**config.mk**
```make
export PLATFORM = sky130hd
export DESIGN_NAME = dcache_ctrl
export DESIGN_NICKNAME = d
export VERILOG_FILES = /design/src/rtl/dcache_ctrl.sv
export SDC_FILE = /design/constraint.sdc
export NUM_CORES = 2
export LEC_CHECK = 0
export CAP_MARGIN = 20
export CORE_MARGIN = 1.5
export CORE_UTILIZATION = 50
export CTS_BUF_LIST = sky130_fd_sc_hd__clkbuf_4
export CTS_CLUSTER_SIZE = 12
export DETAILED_ROUTE_END_ITERATION = 10
export GPL_TIMING_DRIVEN = 0
export HOLD_SLACK_MARGIN = 0.03
export PLACE_DENSITY = 0.66
export SETUP_SLACK_MARGIN = 0.4
export SKIP_LAST_GASP = 1
export SLEW_MARGIN = 15
export SYNTH_ARGS = -nofsm -noshare
export SYNTH_HDL_FRONTEND = slang
export SYNTH_MEMORY_MAX_BITS = 65536
export SYNTH_SLANG_ARGS = --single-unit
```
**constraint.sdc**
```tcl
create_clock -name clk_i -period 7.5 [get_ports clk_i]
set_clock_uncertainty 0.1 [all_clocks]
set_input_delay 1.5 -clock clk_i [delete_from_list [all_inputs] [get_ports clk_i]]
set_output_delay 1.5 -clock clk_i [all_outputs]
set_load 0.02 [all_outputs]
```
**src/rtl/dcache_ctrl.sv**
```systemverilog
// Direct-mapped, write-back, write-allocate data cache controller sitting between the
// CPU MEM stage (zero-latency hits, stall on miss) and a line-wide request/ack memory.
module dcache_ctrl #(
  parameter int NUM_LINES = 16
) (
  input  logic         clk_i,
  input  logic         rst_i,
  input  logic         cpu_req_i,
  input  logic         cpu_we_i,
  input  logic [31:0]  cpu_addr_i,
  input  logic [31:0]  cpu_data_i,
  output logic [31:0]  cpu_data_o,
  output logic         cpu_stall_o,
  output logic         mem_req_o,
  output logic         mem_we_o,
  output logic [31:0]  mem_addr_o,
  output logic [255:0] mem_data_o,
  input  logic         mem_ack_i,
  input  logic [255:0] mem_data_i
);

  localparam int IDX_W = $clog2(NUM_LINES);
  localparam int TAG_W = 27 - IDX_W;

  typedef enum logic [1:0] {
    IDLE,
    WRITEBACK,
    ALLOCATE
  } state_t;

  state_t state, state_next;

  logic [NUM_LINES-1:0] valid;
  logic [NUM_LINES-1:0] dirty;
  logic [TAG_W-1:0]     tag_mem  [NUM_LINES];
  logic [255:0]         data_mem [NUM_LINES];

  logic [IDX_W-1:0] idx;
  logic [2:0]       word;
  logic [TAG_W-1:0] req_tag;
  logic [7:0]       word_lsb;
  logic [255:0]     line;
  logic             hit;
  logic             fill_done;
  logic             store_hit;
  logic             unused_byte_offset;

  assign word     = cpu_addr_i[4:2];
  assign idx      = cpu_addr_i[5 +: IDX_W];
  assign req_tag  = cpu_addr_i[31 -: TAG_W];
  assign word_lsb = {word, 5'b0};
  assign line     = data_mem[idx];
  assign unused_byte_offset = ^cpu_addr_i[1:0];

  assign hit        = valid[idx] && (tag_mem[idx] == req_tag);
  assign fill_done  = (state == ALLOCATE) && mem_ack_i;
  assign store_hit  = (state == IDLE) && cpu_req_i && cpu_we_i && hit;
  assign cpu_data_o = line[word_lsb +: 32];

  always_ff @(posedge clk_i or negedge rst_i) begin
    if (!rst_i) begin
      state <= IDLE;
      valid <= '0;
      dirty <= '0;
    end else begin
      state <= state_next;
      if (fill_done) begin
        valid[idx] <= 1'b1;
        dirty[idx] <= 1'b0;
      end else if (store_hit) begin
        dirty[idx] <= 1'b1;
      end
    end
  end

  // Tag and data arrays carry no reset; valid alone qualifies their contents.
  always_ff @(posedge clk_i) begin
    if (fill_done) begin
      data_mem[idx] <= mem_data_i;
      tag_mem[idx]  <= req_tag;
    end else if (store_hit) begin
      data_mem[idx][word_lsb +: 32] <= cpu_data_i;
    end
  end

  always_comb begin
    state_next  = state;
    cpu_stall_o = 1'b0;
    mem_req_o   = 1'b0;
    mem_we_o    = 1'b0;
    mem_addr_o  = {req_tag, idx, 5'b0};
    mem_data_o  = line;
    case (state)
      IDLE: begin
        if (cpu_req_i && !hit) begin
          cpu_stall_o = 1'b1;
          state_next  = (valid[idx] && dirty[idx]) ? WRITEBACK : ALLOCATE;
        end
      end
      WRITEBACK: begin
        cpu_stall_o = 1'b1;
        mem_req_o   = 1'b1;
        mem_we_o    = 1'b1;
        mem_addr_o  = {tag_mem[idx], idx, 5'b0};
        if (mem_ack_i) state_next = ALLOCATE;
      end
      ALLOCATE: begin
        cpu_stall_o = 1'b1;
        mem_req_o   = 1'b1;
        if (mem_ack_i) state_next = IDLE;
      end
      default: state_next = IDLE;
    endcase
  end

endmodule

```
---- After elaboration in Yosys (flattened, before gate mapping) ----
Memories as Yosys holds them, arrays and structs flattened.
Index checks and enable logic that the tools add are counted.
operators by class
  bitwise gates (word level) .............. 260
  eq/ne operators ......................... 6
  magnitude comparators ................... 2
  mux-type cells .......................... 279
  reduce and logical (&&, ||, !) cells .... 13
  $add $sub $neg .......................... 1
  shift operators ......................... 3
operators by type and width
  operator                                                  number
  two-way mux 1 bit                                         266
  two-way mux 256 bit                                       1
  OR 1 bit                                                  256
  variable shift 32 x 10 -> 256 bit (first input constant)  1
  indexed part select 256 x 9 -> 32 bit                     1
  indexed part select 32 x 10 -> 256 bit                    1
  two-way mux 16 bit                                        2
  two-way mux 32 bit                                        1
  OR 16 bit                                                 2
  equality test 23 bit                                      1
  bitwise AND 16 bit                                        1
  inverter 16 bit                                           1
  negation 8 -> 10 bit                                      1
  binary-select mux 1 bit (select 4 bit)                    2
  logical AND 1 bit                                         8
  two-way mux 2 bit                                         4
  case mux 2 bit (3 select lines)                           1
  < comparator 4 x 5 -> 1 bit (second input constant)       1
  demux 1 bit (select 4 bit)                                1
  >= comparator 4 x 1 -> 1 bit (second input constant)      1
  != test 2 bit (second input constant)                     2
  AND reduction 3 bit                                       1
  equality test 2 x 1 -> 1 bit (second input constant)      1
  equality test 2 bit (second input constant)               1
  6 further kinds                                           6
storage, ports and cells
  memories kept ........................... 2
  register bits ........................... 34
  bits in writable memories ............... 4464
  output and inout port bits .............. 323
memory list
  name      depth  bits a word  rd ports  clocked after memory_dff  wr ports  RTL line  source
  data_mem  16     256          1         0                         1         36        logic [255:0] data_mem [NUM_LINES];
  tag_mem   16     23           1         0                         1         35        logic [TAG_W-1:0] tag_mem [NUM_LINES];

---- Longest topological paths before layout ----
  depth after elaboration ................. 8
  depth in mapped cells ................... 17

---- Worst setup path after synthesis ----
Ideal clock, no wire load.
  kind .................................... input -> output
  start ................................... in cpu_addr_i[5]
  end ..................................... out cpu_data_o[4]
  arrival time ............................ 4.953 ns
  cell stages on the path ................. 12
  buffers on the path ..................... 7
  setup slack ............................. 0.947 ns
  cells stage by stage .................... buf_4 buf_6 buf_6 buf_6 buf_2 clkbuf_1 buf_1 mux4_2 mux4_2 mux4_2 nand2_1 nand2_1
between the ends
  word-level cells in the longest chain between the ends .. 2
ends and longest elaborated chain
  item                                   RTL line  source
  from (decl)                            10        input logic [31:0] cpu_addr_i,
  memory read (16 x 256 bit)             -
  via mem_data_o[4]                      17        output logic [255:0] mem_data_o,
  indexed part select 256 x 9 -> 32 bit  58        assign cpu_data_o = line[word_lsb +: 32];
  to (decl)                              12        output logic [31:0] cpu_data_o,
The timed path passes the listed nets, and every way through them passes these cells.

---- Worst setup path after layout ----
  start ................................... in cpu_addr_i[6]
  end ..................................... out cpu_data_o[4]
between the ends
  word-level cells in the longest chain between the ends .. 2
ends and longest elaborated chain
  item                                   RTL line
  memory read (16 x 256 bit)             -
  indexed part select 256 x 9 -> 32 bit  58
No other way between the ends.

==> metrics <==
grt ovf=0; number of port buffers=638; register area share after synthesis=0.764; Placed Cells=13000; slowest cell delay on critical path=0.61 ns; vias=103000; Cells after Synth=7441; Detail Route Antenna Nets=0; FP Rows=217; TritonCTS clock tree=done; Peak Freq=137 MHz; DRT Pass-1 Iters=9; share of the synthesized area in the top cell type=0.759; synthesized area=0.177 mm2; gpl congestion=1.02; Leak=70.3 nW; share of layout cells above drive strength 1=0.432; VDD IR max=0.176 mV; dpl ws=-2.92 ns; min Tclk post-route=7.28 ns; initial antenna violation count=108; die height=597 um; Layout Utilization=0.617; CTS Buf Count=1205; insertion delay to the later sink of the worst-skew pair=1.73 ns; Max-slew headroom=0.0251; Unique masters post-synth=64; element type at the critical path start=input port; Clock Path Buffers=5; critical path required time=5.90 ns; Max FO, Critical Path=11; fin crit share=0.970; CP bufs+invs=9; final worst-path setup slack=0.225 ns; Hold Crit Class=in2async; most frequent cells in the layout=edfxtp_1, clkbuf_4, mux4_2, clkdlybuf4s50_1, mux2_2; PwrDens=254 mW/mm2; synthesis-stage register bit count=4498; Worst Setup Path Type=in2out; Clock transition at path regs=0.07 ns; largest net degree at the start of global routing=27; outcome=finished clean; max-slew violations=0; routed vias/inst=6.79; H-tree Lvls=7; actual slew at the worst max-slew pin=1.46 ns; Ys Warns=0; WL final=659000 um; Worst R2R Start=tag_mem[11][17]; setup TNS=0 ns; vias in the first global route=97900; DR iter-0 viols=17400; dpl hpwl=469000 um; root buf cell=clkbuf_4; CP startpoint=cpu_addr_i[6]; final cell count without fillers=15200; wire per inst=43.5 um; Fin. Hold Viols=0; Critical Path Most Common Cell=mux4_2; Sink Count=4498; final setup fails=0; number of synthesized flops with an enable pin=4464; WP data arrival=5.68 ns; Initial Utilization=0.504; cell taking the most area after synthesis=edfxtp_1; global-route wire length before repair=861000 um; max cap viols=0; CP delay by family, top=buffers and inverters; most common cell after layout, fill and taps aside=edfxtp_1; full die area=0.357 mm2; CP Capture Type=primary output; Synth-to-Final Area Change=22.5%; Chip Width=597 um; DRC=0; top post-synthesis cells by area=edfxtp_1, mux4_2, mux2_2; nets@finish=10100; Core Region=0.350 mm2; RSZ-0062 raised after global routing=true; GRT Overall Usage=0.373; crit-path cells=clkdlybuf4s15_2 -> buf_6 -> buf_8 -> buf_12 -> buf_16 -> clkbuf_8 -> buf_16 -> buf_4 -> mux4_2 -> mux4_2 -> mux4_2 -> nand2_1 -> nand2_2 -> dlygate4sd2_1; slowest CP cell=mux4_2; ys flop type=edfxtp_1; Mean Syn Cell Area=23.7 um2; Ports=648; ys async rst share=0.00756
-- registers in the layout (all words and copies together) (netlist names), named ones only --
name / cells
data_mem: 4096
tag_mem: 368
valid: 16
state: 2
-- path summary, 6_finish.rpt --
kind                                     to  slack, ns  cells past startpoint
setup / recovery              cpu_data_o[4]       0.22                     14
hold / removal                    valid[12]       0.16                      2
setup reg to reg           data_mem[15][53]       1.69                     13
hold reg to reg                    valid[2]       0.37                      1
max in group asynchronous          valid[9]       6.60                      3
min in group clk_i                 valid[2]       0.37                      1
-- repair_timing --
item,4_1_cts,5_1_grt
gates cloned,7,0
gates resized for setup,875,59
buffers inserted,125,17
hold buffers,1,0
hold endpoints to repair,34,0
setup endpoints to repair,298,33
pin swaps,2,4
-- where the power goes --
part	internal, mW	total (mW)	switching, mW
Clock	10.6	20.5	9.91
Sequential	28.1	28.2	0.107
Combinational	2.17	6.11	3.94
Total	40.9	54.8	14.0
-- cell type report --
type                       instances  area (um2)
sequential                      4498      135000
fill                           24000      134000
multi-input combinational       2469       41400
timing repair buffer            1121       15700
clock buffer                    1646       12400
tap                             4599        5750
buffer                           444        4270
clock inverter                   232        1360
antenna                          115         288
inverter                          33         125
-- cells in the mapped netlist (3+ instances only) --
cell          n
edfxtp_1   4464
mux4_2     1411
clkbuf_1    277
mux2_2      253
nand2_1     143
a21oi_1     139
nor2_1       99
mux2i_1      95
buf_2        74
buf_1        60
o21ai_0      49
and2_1       46
dfrtp_1      34
inv_1        31
a22oi_1      27
buf_4        22
mux2_1       21
nand2b_1     21
or2_2        19
xnor2_1      15
a31oi_1      11
buf_6        10
nand3_1      10
o22ai_1      10
ha_1          9
nand4_1       9
xor2_1        8
a221oi_1      6
nor3_1        6
a2bb2oi_1     5
nor2b_1       5
o211ai_1      5
and3_1        4
a21o_1        3
-- cell families after synthesis --
kind of cell / share of synthesized area
DFF: 0.764
xor gates and xnor gates: 0.00114
and+or+nand+nor: 0.00987
AOI/OAI and AO/OA: 0.00944
adders and majority gates: 0.000638
buffers and inverters: 0.0117
muxes: 0.203
other: 0.0000212
-- layer usage --
layer	wire length (um)	share of wire	track usage
met1	212000	0.32	0.464
met2	278000	0.42	0.506
met3	110000	0.17	0.172
met4	58300	0.088	0.289
met5	299	0.00045	0
-- per-stage QoR --
step | hold WS [ns] | total power, mW | instance area, um2
6_report | 0.157 | 54.8 | 216000
5_1_grt | 0.141 | 56.1 | 216000
4_1_cts | 0.0356 | 54.6 | 216000
3_5_place_dp | 0.354 | 34.3 | 198000
3_3_place_gp | 0.346 | 33.9 | 189000
2_1_floorplan | 0.334 | 31.1 | 177000
Power figures use the tool's default switching activity.
